[src/rtl/tick_scheduler.sv]
// tick_scheduler: one programmable rate counter shared by NUM_REQ requesters.
// A round-robin arbiter hands the counter to one requester at a time. The
// block then emits that requester's burst of single-cycle ticks, followed by a
// one-cycle completion pulse. A requester with a burst length of 0 runs
// continuously until it drops its request.
//
// Optional feature: define TICK_SCHEDULER_TOGGLE_EN to build a square-wave
// output that toggles on every tick. Without it, out_o is tied low.
module tick_scheduler #(
  parameter int unsigned NUM_REQ     = 4,
  parameter int unsigned COUNT_WIDTH = 32,
  parameter int unsigned TICKS_WIDTH = 8
) (
  input  logic                           clock_i,
  input  logic                           reset_i,
  input  logic [NUM_REQ-1:0]             req_i,
  input  logic [NUM_REQ*COUNT_WIDTH-1:0] period_i,
  input  logic [NUM_REQ*TICKS_WIDTH-1:0] ticks_i,
  output logic [NUM_REQ-1:0]             grant_o,
  output logic                           tick_o,
  output logic [NUM_REQ-1:0]             done_o,
  output logic                           busy_o,
  output logic                           out_o
);

  localparam int unsigned PtrWidth = (NUM_REQ > 1) ? $clog2(NUM_REQ) : 1;

  typedef enum logic [0:0] {
    StIdle,
    StRun
  } state_e;

  state_e                   state_q, state_d;
  logic [PtrWidth-1:0]      ptr_q, ptr_d;
  logic [COUNT_WIDTH-1:0]   per_q, per_d;
  logic [COUNT_WIDTH-1:0]   count_q, count_d;
  logic [TICKS_WIDTH-1:0]   rem_q, rem_d;
  logic [NUM_REQ-1:0]       grant_q, grant_d;
  logic [NUM_REQ-1:0]       done_q, done_d;

  logic                     arb_found;
  logic [PtrWidth-1:0]      arb_sel;
  logic                     tick;
  logic                     req_active;

  // Unpacked views of the flattened per-requester fields.
  logic [COUNT_WIDTH-1:0]   period_arr [NUM_REQ];
  logic [TICKS_WIDTH-1:0]   ticks_arr  [NUM_REQ];

  for (genvar k = 0; k < NUM_REQ; k++) begin : g_unpack
    assign period_arr[k] = period_i[k*COUNT_WIDTH +: COUNT_WIDTH];
    assign ticks_arr[k]  = ticks_i[k*TICKS_WIDTH +: TICKS_WIDTH];
  end

  // Round-robin scan: first active request at or after ptr_q, wrapping around.
  always_comb begin : arbiter
    int unsigned         idx;
    logic [PtrWidth-1:0] cand;
    arb_found = 1'b0;
    arb_sel   = '0;
    idx       = 0;
    cand      = '0;
    for (int unsigned i = 0; i < NUM_REQ; i++) begin
      idx = 32'(ptr_q) + i;
      if (idx >= NUM_REQ) begin
        idx = idx - NUM_REQ;
      end
      cand = PtrWidth'(idx);
      if (!arb_found && req_i[cand]) begin
        arb_found = 1'b1;
        arb_sel   = cand;
      end
    end
  end

  // Tick is decoded purely from registered state so it never glitches on inputs.
  assign tick       = (state_q == StRun) && (count_q == per_q);
  assign req_active = |(req_i & grant_q);

  // Next-state logic: arbitration in idle, counting and burst bookkeeping in run.
  always_comb begin
    state_d = state_q;
    ptr_d   = ptr_q;
    per_d   = per_q;
    count_d = count_q;
    rem_d   = rem_q;
    grant_d = grant_q;
    done_d  = '0;

    unique case (state_q)
      StIdle: begin
        if (arb_found) begin
          per_d   = period_arr[arb_sel];
          rem_d   = ticks_arr[arb_sel];
          count_d = '0;
          grant_d = NUM_REQ'(1) << arb_sel;
          if (arb_sel == PtrWidth'(NUM_REQ - 1)) begin
            ptr_d = '0;
          end else begin
            ptr_d = arb_sel + 1'b1;
          end
          state_d = StRun;
        end
      end

      StRun: begin
        if (tick) begin
          count_d = '0;
          // rem_q of zero means continuous: never decremented.
          if (rem_q != '0) begin
            rem_d = rem_q - 1'b1;
          end
        end else begin
          count_d = count_q + 1'b1;
        end

        // A withdrawn request wins over completion: an aborted burst never reports done.
        if (!req_active) begin
          state_d = StIdle;
          grant_d = '0;
        end else if (tick && (rem_q == TICKS_WIDTH'(1))) begin
          state_d = StIdle;
          grant_d = '0;
          done_d  = grant_q;
        end
      end

      default: begin
        state_d = StIdle;
        grant_d = '0;
      end
    endcase
  end

  // State register with synchronous reset.
  always_ff @(posedge clock_i) begin
    if (reset_i) begin
      state_q <= StIdle;
      ptr_q   <= '0;
      per_q   <= '0;
      count_q <= '0;
      rem_q   <= '0;
      grant_q <= '0;
      done_q  <= '0;
    end else begin
      state_q <= state_d;
      ptr_q   <= ptr_d;
      per_q   <= per_d;
      count_q <= count_d;
      rem_q   <= rem_d;
      grant_q <= grant_d;
      done_q  <= done_d;
    end
  end

`ifdef TICK_SCHEDULER_TOGGLE_EN
  logic out_q, out_d;

  // Square wave: cleared on each new grant, flipped per tick, held while idle.
  always_comb begin
    out_d = out_q;
    if ((state_q == StIdle) && arb_found) begin
      out_d = 1'b0;
    end else if (tick) begin
      out_d = ~out_q;
    end
  end

  // Toggle flop with synchronous reset.
  always_ff @(posedge clock_i) begin
    if (reset_i) begin
      out_q <= 1'b0;
    end else begin
      out_q <= out_d;
    end
  end

  assign out_o = out_q;
`else
  assign out_o = 1'b0;
`endif

  assign grant_o = grant_q;
  assign done_o  = done_q;
  assign busy_o  = (state_q == StRun);
  assign tick_o  = tick;

  // Structural invariants of the grant/done outputs.
  a_busy_onehot : assert property (@(posedge clock_i) disable iff (reset_i)
    busy_o |-> $onehot(grant_o));
  a_idle_nogrant : assert property (@(posedge clock_i) disable iff (reset_i)
    !busy_o |-> (grant_o == '0));
  a_done_grant_excl : assert property (@(posedge clock_i) disable iff (reset_i)
    (grant_o & done_o) == '0);

endmodule

[config.mk]
export PLATFORM = sky130hd
export DESIGN_NAME = tick_scheduler
export DESIGN_NICKNAME = d
export VERILOG_FILES = /design/src/rtl/tick_scheduler.sv
export SDC_FILE = /design/constraint.sdc
export NUM_CORES = 1
export LEC_CHECK = 0
export BUFFER_PORTS_ARGS = -buffer_cell sky130_fd_sc_hd__buf_2
export CORE_AREA = 2 2 104 106
export DETAILED_ROUTE_END_ITERATION = 16
export DIE_AREA = 0 0 106 108
export GPL_ROUTABILITY_DRIVEN = 0
export GPL_TIMING_DRIVEN = 0
export HOLD_SLACK_MARGIN = 0.12
export PLACE_DENSITY = 0.9
export SLEW_MARGIN = 20
export SYNTH_ARGS = -nofsm -noshare
export SYNTH_HDL_FRONTEND = slang
export SYNTH_SLANG_ARGS = --single-unit
[constraint.sdc]
create_clock -name clock_i -period 6.98 [get_ports clock_i]
set_input_delay 1.047 -clock clock_i [delete_from_list [all_inputs] [get_ports clock_i]]
set_output_delay 1.047 -clock clock_i [all_outputs]
set_load 0.02 [all_outputs]
==> out/results.ini, run 1 <==
[timing]
relSlewSlack_pct = 47.7
setup_violations = 0
fin_skew_ns = 0.0122
hold_violations = 0
layout_worst_path_cycle_share_pct = 50.1
fin_crit_ns = 3.49
max_freq_mhz = 286
layout_setup_ws_ns = 3.49
worst-slew-pin-transition_ns = 0.778
drv_slew = 0
rsz0062_at_grt = no
finalSetupTns_ns = 0

[min_path]
hp-start = per_q[20]
hold_depth = 2
hold_path_end = per_q[20]
hold_path.class = register to register

[placement]
place_ws_ns = 3.74
dp_hpwl_um = 14300
place_inst = 1029
io_buffers = 175
placed_area_um2 = 6550

[clock_network]
root_buffer = clkbuf_8
ctsResizeCount = 0
hold_buffers = 0
cts_tree = done
clockBufferDepth = 2
clock-sinks = 83
cts_buffers = 9
clkTransAtPathRegs_ns = 0.09
htree_num_levels = 3
postCtsSetupRepairBufs = 0
clk_latency_ns = 0.37

[job]
maxCapViolCount = 0

[setup_path]
rrSetupSlack_ns = 4.31
setup.worst_path.class = register to output pin
r2r_end = rem_q[5]
cp.arrival_ns = 2.45
crit_fanout = 7
required_ns = 5.93
path_cells = clkbuf_1 -> xnor2_1 -> nand4_1 -> nor4_1 -> nand3_1 -> inv_1 -> buf_2
r2r-start = count_q[4]
cp-start-kind = register
cpPeakStageDelay_ns = 0.49
reg2reg_depth = 7
crit_path_end_kind = output pin
crit_slowest_cell = nor4_1

[logic_synthesis]
synthCells = 718
synth_area_leaders = dfxtp_1 (30%), nand2_1 (9.8%), a311o_1 (6.0%)
seq_area_frac_synth_pct = 30.2
syn-mean-instance-area_um2 = 7.66
synth_most_common_cell = nand2_1
ys_types = 62
synth_seq_cells = 83
synth_top_flop_cell = dfxtp_1
syn-num-nets = 892
synth_top_area_share_pct = 30.2
yosys_warnings = 0
synth-edff-count = 0
ys_top_cells_by_count = nand2_1 (144), dfxtp_1 (83), a21oi_1 (56)
async_reset_ff_share_pct = 0
yosysTopAreaCell = dfxtp_1
synth_area_um2 = 5500

[floorplanning]
initial_core_util_pct = 53.8
core_area_um2 = 10200
die_area_um2 = 11400
dieHeight_um = 108
fp.dieW_um = 106
ios = 177
fp-row-count = 37

[global_route]
grt_remaining_overflow = 0
grt_pass1_wl_um = 29300
grt_start_max_net_pins = 13
antenna_found_initial = 0
grt_use_total_pct = 32.4
grt_pass1_vias = 5963

[route]
vias_per_cell = 6.19
wl_um = 18500
first_iter_violations = 617
wl_per_cell_um = 17.7
drc = 0
dr.pass1.iters = 6
num_vias = 6462
ant_nets = 0

[finish]
final_core_util_pct = 65.5
final_nets = 1078
fin_area_um2 = 6710
syn2layout_area_growth_pct = 21.9
instances_no_fill = 1044
layout-drive-gt1-share_pct = 23.9
num_antenna_cells = 0

[power]
p_leak_nw = 2.87
irDropWorstVdd_uv = 142
powerDensity_nw_per_um2 = 216

[run_status]
status = completed

## power breakdown
| part | internal, mW | leakage (nW) | switching, mW |
|---|---|---|---|
| clock network | 0.136 | 0.0860 | 0.169 |
| registers | 0.523 | 0.679 | 0.0462 |
| logic | 0.242 | 2.10 | 0.335 |
## per-stage QoR
step | hold slack, ns | total power, mW
after floorplan | 0.448 | 0.953
after global placement | 0.456 | 1.12
after detailed placement | 0.462 | 1.14
after CTS | 0.472 | 1.43
after global routing | 0.507 | 1.52
final | 0.473 | 1.45
## how the worst max path moves through the flow
stage                           from         to  depth (start not counted)
final                     count_q[7]     tick_o                          7
after global routing      count_q[7]     tick_o                          7
after CTS                 count_q[7]     tick_o                          7
after detailed placement    req_i[0]  per_q[22]                          9
after global placement      req_i[2]   per_q[7]                          9
after floorplan             req_i[0]  per_q[10]                          8
## critical path, delay by kind of cell, from the launching register on
kind	cells	cell delay, ns
DFF	1	0.32
xor gates and xnor gates	1	0.19
buffers and inverters	3	0.57
and+or+nand+nor	3	0.99
## registers in the layout, indices dropped and copies added, names as in the netlist
signal and cells:
ptr_q 2, per_q 32, rem_q 8, count_q 32
grant_o 4, done_o 4, busy_o 1
## kinds of logic after synthesis
kind of cell	synth area share, %
buffers and inverters	6.66
AO/OA/AOI/OAI	23.9
adder cells (fa/ha/maj)	1.82
other	0.0682
AND/OR/NAND/NOR	27.2
XOR/XNOR	7.44
multiplexers	2.73
flip-flops	30.2
## layout make-up
type	instances	area, um2
clock buffer	12	145
tap	136	170
timing repair buffer	175	876
sequential	83	1660
buffer	58	310
clock inverter	3	15.0
inverter	15	56.3
fill	916	3520
multi-input combinational	562	3470
## per-layer routing
| layer | share of wire [%] | wire length [um] | global-route usage (%) |
|---|---|---|---|
| met1 | 40 | 7350 | 41.1 |
| met2 | 46 | 8470 | 53.9 |
| met5 | 0 | 0 | 0 |
| met3 | 10 | 1920 | 7.11 |
| met4 | 3.9 | 716 | 12.6 |
## cells in the final DEF, fill, tap and decap left out, types with 16 or more instances in the layout
cell / instances
buf_2: 182
nand2_1: 144
dfxtp_1: 83
a21oi_1: 56
and3_1: 43
clkbuf_1: 42
a211oi_1: 37
a311o_1: 33
nand3_1: 30
nor2_1: 24
xor2_1: 22
xnor2_1: 21
nand4_1: 18
o21ai_0: 16
Power figures use the tool's default switching activity.
==> run 2, diff against run 1 <==
ABC_AREA = 1   (was unset)
CORE_AREA = 2 2 118 120   (was 2 2 104 106)
DIE_AREA = 0 0 120 122   (was 0 0 106 108)
PLACE_DENSITY = 0.84   (was 0.9)
clock period = 3 ns   (was 6.98 ns; I/O delays follow)
==> out/results.ini, run 2 <==
[setup_path]
critPathTopFamily = simple AND/OR/NAND/NOR gates  ; unchanged
crit_fanout = 8  ; was 7
crit_path_end_kind = output pin  ; unchanged
cpPeakStageDelay_ns = 0.33  ; was 0.49 ns
path_cells = clkbuf_1 -> or2_2 -> nand3_1 -> nor2_1 -> nand2_1 -> nor2_1 -> nand2_1 -> nor2_1 -> buf_2  ; was clkbuf_1 -> xnor2_1 -> nand4_1 -> nor4_1 -> nand3_1 -> inv_1 -> buf_2
required_ns = 2.55  ; was 5.93 ns
path_buf_inv = 2  ; was 3
crit_top_cell = nor2_1
cp.arrival_ns = 2.17  ; was 2.45 ns
cp-start-kind = register  ; unchanged
setup.worst_path.class = register to output pin  ; unchanged
crit_slowest_cell = clkbuf_1  ; was nor4_1

[logic_synthesis]
synth_most_common_cell = nand2_1  ; unchanged
syn-mean-instance-area_um2 = 6.22  ; was 7.66 um2
seq_area_frac_synth_pct = 26.0  ; was 30.2%
synth_seq_cells = 83  ; unchanged
yosysTopAreaCell = dfxtp_1  ; unchanged
async_reset_ff_share_pct = 0  ; unchanged
synthCells = 1028  ; was 718
ys_types = 38  ; was 62
ys_top_cells_by_count = nand2_1 (242), inv_1 (123), nor2_1 (122)  ; was nand2_1 (144), dfxtp_1 (83), a21oi_1 (56)
synth_area_leaders = dfxtp_1 (26%), nand2_1 (14%), inv_1 (7.2%)  ; was dfxtp_1 (30%), nand2_1 (9.8%), a311o_1 (6.0%)
synth_top_flop_cell = dfxtp_1  ; unchanged
yosys_warnings = 0  ; unchanged
synth-edff-count = 0  ; unchanged
syn-num-nets = 1202  ; was 892
synth_area_um2 = 6390  ; was 5500 um2
synth_top_area_share_pct = 26.0  ; was 30.2%

[clock_network]
cts_tree = done  ; unchanged
clk_latency_ns = 0.35  ; was 0.37 ns
clock-sinks = 83  ; unchanged
root_buffer = clkbuf_16  ; was clkbuf_8
htree_num_levels = 3  ; unchanged
clkTransAtPathRegs_ns = 0.06  ; was 0.09 ns
hold_buffers = 0  ; unchanged
postCtsSetupRepairBufs = 0  ; unchanged
clockBufferDepth = 2  ; unchanged
ctsResizeCount = 0  ; unchanged
cts_buffers = 9  ; unchanged

[power]
p_leak_nw = 3.70  ; was 2.87 nW
irDropWorstVdd_uv = 959  ; was 142 uV
powerDensity_nw_per_um2 = 1100  ; was 216 nW/um2

[floorplanning]
die_area_um2 = 14600  ; was 11400 um2
fp.dieW_um = 120  ; was 106 um
core_area_um2 = 13500  ; was 10200 um2
dieHeight_um = 122  ; was 108 um
ios = 177  ; unchanged
initial_core_util_pct = 47.3  ; was 53.8%
fp-row-count = 43  ; was 37

[timing]
max_freq_mhz = 382
layout_worst_path_cycle_share_pct = 87.3
finalSetupTns_ns = 0  ; unchanged
setup_violations = 0  ; unchanged
fin_crit_ns = 2.62
drv_slew = 0  ; unchanged
layout_setup_ws_ns = 0.381  ; was 3.49 ns
rsz0062_at_grt = no  ; unchanged
hold_violations = 0  ; unchanged
whs_ns = 0.414  ; was 0.473 ns
relSlewSlack_pct = 58.4  ; was 47.7%
fin_skew_ns = 0.0100  ; was 0.0122 ns
worst-slew-pin-transition_ns = 0.624  ; was 0.778 ns

[route]
ant_nets = 0  ; unchanged
first_iter_violations = 645  ; was 617
dr.pass1.iters = 5  ; was 6
wl_per_cell_um = 13.6  ; was 17.7 um
wl_um = 19000  ; was 18500 um
num_vias = 7275  ; was 6462
drc = 0  ; unchanged
vias_per_cell = 5.20  ; was 6.19

[finish]
top_regs = count_q: 32 flops, per_q: 32 flops, rem_q: 8 flops  ; unchanged
seqCellArea_um2 = 1660  ; unchanged
multiInputGateArea_um2 = 3910  ; was 3470 um2
fin_area_um2 = 7770  ; was 6710 um2
mostFrequentLayoutCell = nand2_1  ; was buf_2
final_cell_mix = nand2_1 (242), buf_2 (191), inv_1 (123)  ; was buf_2 (182), nand2_1 (144), dfxtp_1 (83)
syn2layout_area_growth_pct = 21.5  ; was 21.9%
num_antenna_cells = 0  ; unchanged
final_nets = 1388  ; was 1078
layout-drive-gt1-share_pct = 26.7  ; was 23.9%
instances_no_fill = 1399  ; was 1044
num-fill-cells = 1265  ; was 916

[global_route]
antenna_found_initial = 0  ; unchanged
grt_use_total_pct = 25.7  ; was 32.4%
grt_pass1_vias = 6607  ; was 5963
grt_pass1_wl_um = 30400  ; was 29300 um
grt_remaining_overflow = 0  ; unchanged
grt_start_max_net_pins = 16  ; was 13

[placement]
placed_area_um2 = 7490  ; was 6550 um2
place_inst = 1383  ; was 1029
dp_hpwl_um = 15000  ; was 14300 um
place_ws_ns = 0.545  ; was 3.74 ns
io_buffers = 175  ; unchanged

[min_path]
hold_path.class = input port to register  ; was register to register

[job]
maxCapViolCount = 0  ; unchanged

[run_status]
status = completed  ; unchanged

==> run 2: cell types whose count changed in the layout (fill, tap and decap cells not counted), moves of 32 or more <==
cell,change
and3_1,-41
nand3_1,+59
inv_1,+109
nor2_1,+98
a211oi_1,-37
nand2_1,+98
a311o_1,-33
o21ai_1,+37
o211ai_2,+32
or2_2,+37
==> run 2: tightest hold or removal path, stage by stage <==
cell and delay (ns):
buf_2 0.07, o21ai_1 0.06, nand3_1 0.08, nand2_1 0.04, inv_1 0.04
==> run 2: final cells by class <==
cell class | count | share of cell area [%]
Tap cell | 180 | 2.90
Timing Repair Buffer | 175 | 11.3
Buffer | 52 | 4.22
Inverter | 131 | 6.33
Clock buffer | 9 | 2.90
Sequential cell | 83 | 21.4
Multi-Input combinational cell | 762 | 50.3
Clock inverter | 7 | 0.660
==> run 2: per-stage QoR <==
step | util [%] | power (mW)
3_3_place_gp | 55.5 | 7.32
6_report | 57.5 | 8.56
2_1_floorplan | - | 6.05
5_1_grt | 57.5 | 9.30
4_1_cts | 57.5 | 8.49
3_5_place_dp | 55.5 | 7.43
==> run 2: where the power goes <==
group / switching (mW) / internal [mW]
Combinational: 3.73 / 2.24
Sequential: 0.163 / 1.38
Clock: 0.487 / 0.566
Total: 4.38 / 4.18
==> run 2: logic make-up (layout without fill, tap and decap cells) <==
group / count (synthesis) / in the layout / synth area share [%]
fa+ha+maj: 8 / 8 / 1.57
other cells: 1 / 1 / 0.0587
buf+inv: 183 / 374 / 12.8
flops: 83 / 83 / 26.0
simple gates: 562 / 562 / 39.6
xor+xnor: 17 / 17 / 2.33
compound gates: 174 / 174 / 17.7
==> run 2: final timing paths <==
check               start  slack, ns           to  cells after the start
min          period_i[85]       0.41    per_q[21]                      5
max reg2reg   count_q[27]       0.59  count_q[29]                     12
max           count_q[27]       0.38       tick_o                      9
min reg2reg      rem_q[2]       0.47     rem_q[2]                      2
==> run 2: per-layer routing <==
layer	global-route usage, %	up-vias	wire length [um]	part of all wire [%]
li1	-	3680	-	-
met1	31.8	3253	8000	42
met2	45.1	305	9240	49
met3	3.23	37	1250	6.6
met4	10.3	0	489	2.6
met5	0	-	0	0
==> run 3, diff against run 2 <==
--- a/config.mk
+++ b/config.mk
@@ -9,5 +9,7 @@
 export BUFFER_PORTS_ARGS = -buffer_cell sky130_fd_sc_hd__buf_2
-export CORE_AREA = 2 2 118 120
+export CELL_PAD_IN_SITES_DETAIL_PLACEMENT = 0
+export CELL_PAD_IN_SITES_GLOBAL_PLACEMENT = 2
+export CORE_AREA = 2 2 163 165
 export DETAILED_ROUTE_END_ITERATION = 16
-export DIE_AREA = 0 0 120 122
+export DIE_AREA = 0 0 165 167
 export GPL_ROUTABILITY_DRIVEN = 0
==> constraint.sdc (replaced) <==
create_clock -name clock_i -period 3 [get_ports clock_i]
set_input_delay 0.6 -clock clock_i [delete_from_list [all_inputs] [get_ports clock_i]]
set_output_delay 0.6 -clock clock_i [all_outputs]
set_load 0.02 [all_outputs]
==> out/results.ini, run 3 (same netlist as run 2, synthesis figures left out) <==
[setup_path]
r2r-start = count_q[11]  ; was count_q[27]
rrSetupSlack_ns = 0.57  ; was 0.59 ns
cp-start-kind = register  ; unchanged
crit_end = tick_o  ; unchanged
cpPeakStageDelay_ns = 0.43  ; was 0.33 ns
startpoint = count_q[11]  ; was count_q[27]
required_ns = 2.40  ; was 2.55 ns
path_buf_inv = 2  ; unchanged
crit_fanout = 6  ; was 8
crit_slowest_cell = dfxtp_1  ; was clkbuf_1
setup.worst_path.class = register to output pin  ; unchanged
r2r_end = rem_q[7]  ; was count_q[29]
crit_path_end_kind = output pin  ; unchanged
critPathTopFamily = simple AND/OR/NAND/NOR gates  ; unchanged
crit_cells = 9  ; unchanged
reg2reg_depth = 14  ; was 12
path_cells = inv_1 -> nand2_1 -> nand4_1 -> nor2_1 -> nand2_1 -> nor2_1 -> nand2_1 -> nor2_1 -> buf_2  ; was clkbuf_1 -> or2_2 -> nand3_1 -> nor2_1 -> nand2_1 -> nor2_1 -> nand2_1 -> nor2_1 -> buf_2
cp.arrival_ns = 2.19  ; was 2.17 ns

[power]
sw_frac_of_total_pct = 50.8  ; was 51.2%
p_switching_mw = 4.48  ; was 4.38 mW
seqPwrFrac_pct = 17.4  ; was 18.0%
combPwrFrac_pct = 68.7  ; was 69.7%
irDropWorstVdd_uv = 546  ; was 959 uV
intPower_mw = 4.34  ; was 4.18 mW
powerDensity_nw_per_um2 = 1100  ; about the same
clockPowerShare_pct = 13.9  ; was 12.3%
p_leak_nw = 3.73  ; was 3.70 nW

[timing]
layout_worst_path_cycle_share_pct = 93.0  ; was 87.3%
setup_violations = 0  ; unchanged
worst-slew-pin-transition_ns = 0.650  ; was 0.624 ns
max_freq_mhz = 358  ; was 382 MHz
fin_crit_ns = 2.79  ; was 2.62 ns
hold_violations = 0  ; unchanged
rsz0062_at_grt = no  ; unchanged
drv_slew = 0  ; unchanged
finalSetupTns_ns = 0  ; unchanged
relSlewSlack_pct = 56.4  ; was 58.4%
fin_skew_ns = 0.0136  ; was 0.0100 ns

[placement]
dp_hpwl_um = 18800  ; was 15000 um
io_buffers = 175  ; unchanged

[global_route]
grt_pass1_vias = 6581  ; was 6607
grt_pass1_wl_um = 35600  ; was 30400 um
grt_start_max_net_pins = 16  ; unchanged
grt_remaining_overflow = 0  ; unchanged
grt_use_total_pct = 16.4  ; was 25.7%
antenna_found_initial = 1  ; was 0

[clock_network]
cts_buffers = 9  ; unchanged
clockBufferDepth = 2  ; unchanged
root_buffer = clkbuf_16  ; unchanged
clock-sinks = 83  ; unchanged
htree_num_levels = 3  ; unchanged
clk_latency_ns = 0.35  ; about the same
ctsResizeCount = 0  ; unchanged
hold_buffers = 0  ; unchanged
clkTransAtPathRegs_ns = 0.07  ; was 0.06 ns
cts_tree = done  ; unchanged
postCtsSetupRepairBufs = 0  ; unchanged

[floorplanning]
die_area_um2 = 27600  ; was 14600 um2
ios = 177  ; unchanged
core_area_um2 = 25800  ; was 13500 um2
initial_core_util_pct = 24.8  ; was 47.3%
dieHeight_um = 167  ; was 122 um
fp.dieW_um = 165  ; was 120 um
fp-row-count = 59  ; was 43

[route]
ant_nets = 0  ; unchanged
vias_per_cell = 4.47  ; was 5.20
dr.pass1.iters = 6  ; was 5
wl_per_cell_um = 14.4  ; was 13.6 um
highest_layer = met4  ; unchanged
dr_wl_met3_um = 929  ; was 1250 um
wl_met1_um = 10900  ; was 8000 um
route.met2.wl_um = 10200  ; was 9240 um
num_vias = 6952  ; was 7275
first_iter_violations = 317  ; was 645
wl_um = 22400  ; was 19000 um
drc = 0  ; unchanged

[finish]
final_cell_mix = nand2_1 (242), buf_2 (191), inv_1 (123)  ; unchanged
mostFrequentLayoutCell = nand2_1  ; unchanged
final_core_util_pct = 31.1  ; was 57.5%
syn2layout_area_growth_pct = 25.4  ; was 21.5%
final_nets = 1388  ; unchanged
top_regs = count_q: 32 flops, per_q: 32 flops, rem_q: 8 flops  ; unchanged
layout-drive-gt1-share_pct = 26.7  ; unchanged

[run_status]
status = completed  ; unchanged

[min_path]
hold_path.class = register to register  ; was input port to register

[job]
maxCapViolCount = 0  ; unchanged

==> run 3: cell count changes in the layout (fill, tap and decap cells not counted) <==
cell,delta
clkinv_2,-1
diode_2,+1
inv_6,-2
clkinv_4,+3
clkinvlp_4,-2
bufinv_16,+2
==> run 3: worst min-delay path, cell delays in order (launching register included) <==
cell,delay (ns)
dfxtp_1,0.33
inv_1,0.06
nor2_1,0.04
==> run 3: layer usage <==
layer	global-route usage, %	up-vias
met1	23.1	3081
li1	-	3689
met2	26.3	163
met3	2.29	19
met5	0	-
met4	4.08	0
==> run 3: stage by stage <==
step / hold WS (ns) / total power, mW / instances / area (um2) / setup WS (ns)
after floorplan: 0.443 / 6.05 / 1028 / 6390 / 0.802
after global routing: 0.499 / 9.70 / 1555 / 8020 / 0.00565
after global placement: 0.461 / 7.65 / 1538 / 7690 / 0.331
after detailed placement: 0.461 / 7.68 / 1538 / 7690 / 0.322
after CTS: 0.471 / 8.91 / 1554 / 8010 / 0.116
final: 0.465 / 8.83 / 1555 / 8020 / 0.210
==> run 3: final cells by class <==
class	instances	area, um2
Buffer	52	328
Inverter	131	492
Tap cell	335	419
Timing Repair Buffer	175	876
Clock buffer	9	225
Sequential cell	83	1660
Clock inverter	7	100
Multi-Input combinational cell	762	3910
Antenna cell	1	2.50
Fill cell	2943	17700
==> run 3: worst min-delay path by stage <==
stage / start / to / slack, ns / cells after the start
4_1_cts: grant_o[3] / done_o[3] / 0.47 / 2
3_5_place_dp: grant_o[3] / done_o[3] / 0.46 / 2
3_3_place_gp: grant_o[2] / done_o[2] / 0.46 / 2
5_1_grt: grant_o[2] / done_o[2] / 0.50 / 2
6_report: grant_o[3] / done_o[3] / 0.46 / 2
2_1_floorplan: rem_q[2] / rem_q[2] / 0.44 / 2
==> run 3: power by group through the flow <==
| stage | logic (mW) | registers (mW) | clock network [mW] |
|---|---|---|---|
| 6_report | 6.06 | 1.54 | 1.22 |
| 4_1_cts | 6.13 | 1.54 | 1.25 |
| 3_3_place_gp | 6.09 | 1.56 | 0 |
| 2_1_floorplan | 4.50 | 1.55 | 0 |
| 5_1_grt | 6.83 | 1.57 | 1.30 |
| 3_5_place_dp | 6.11 | 1.56 | 0 |
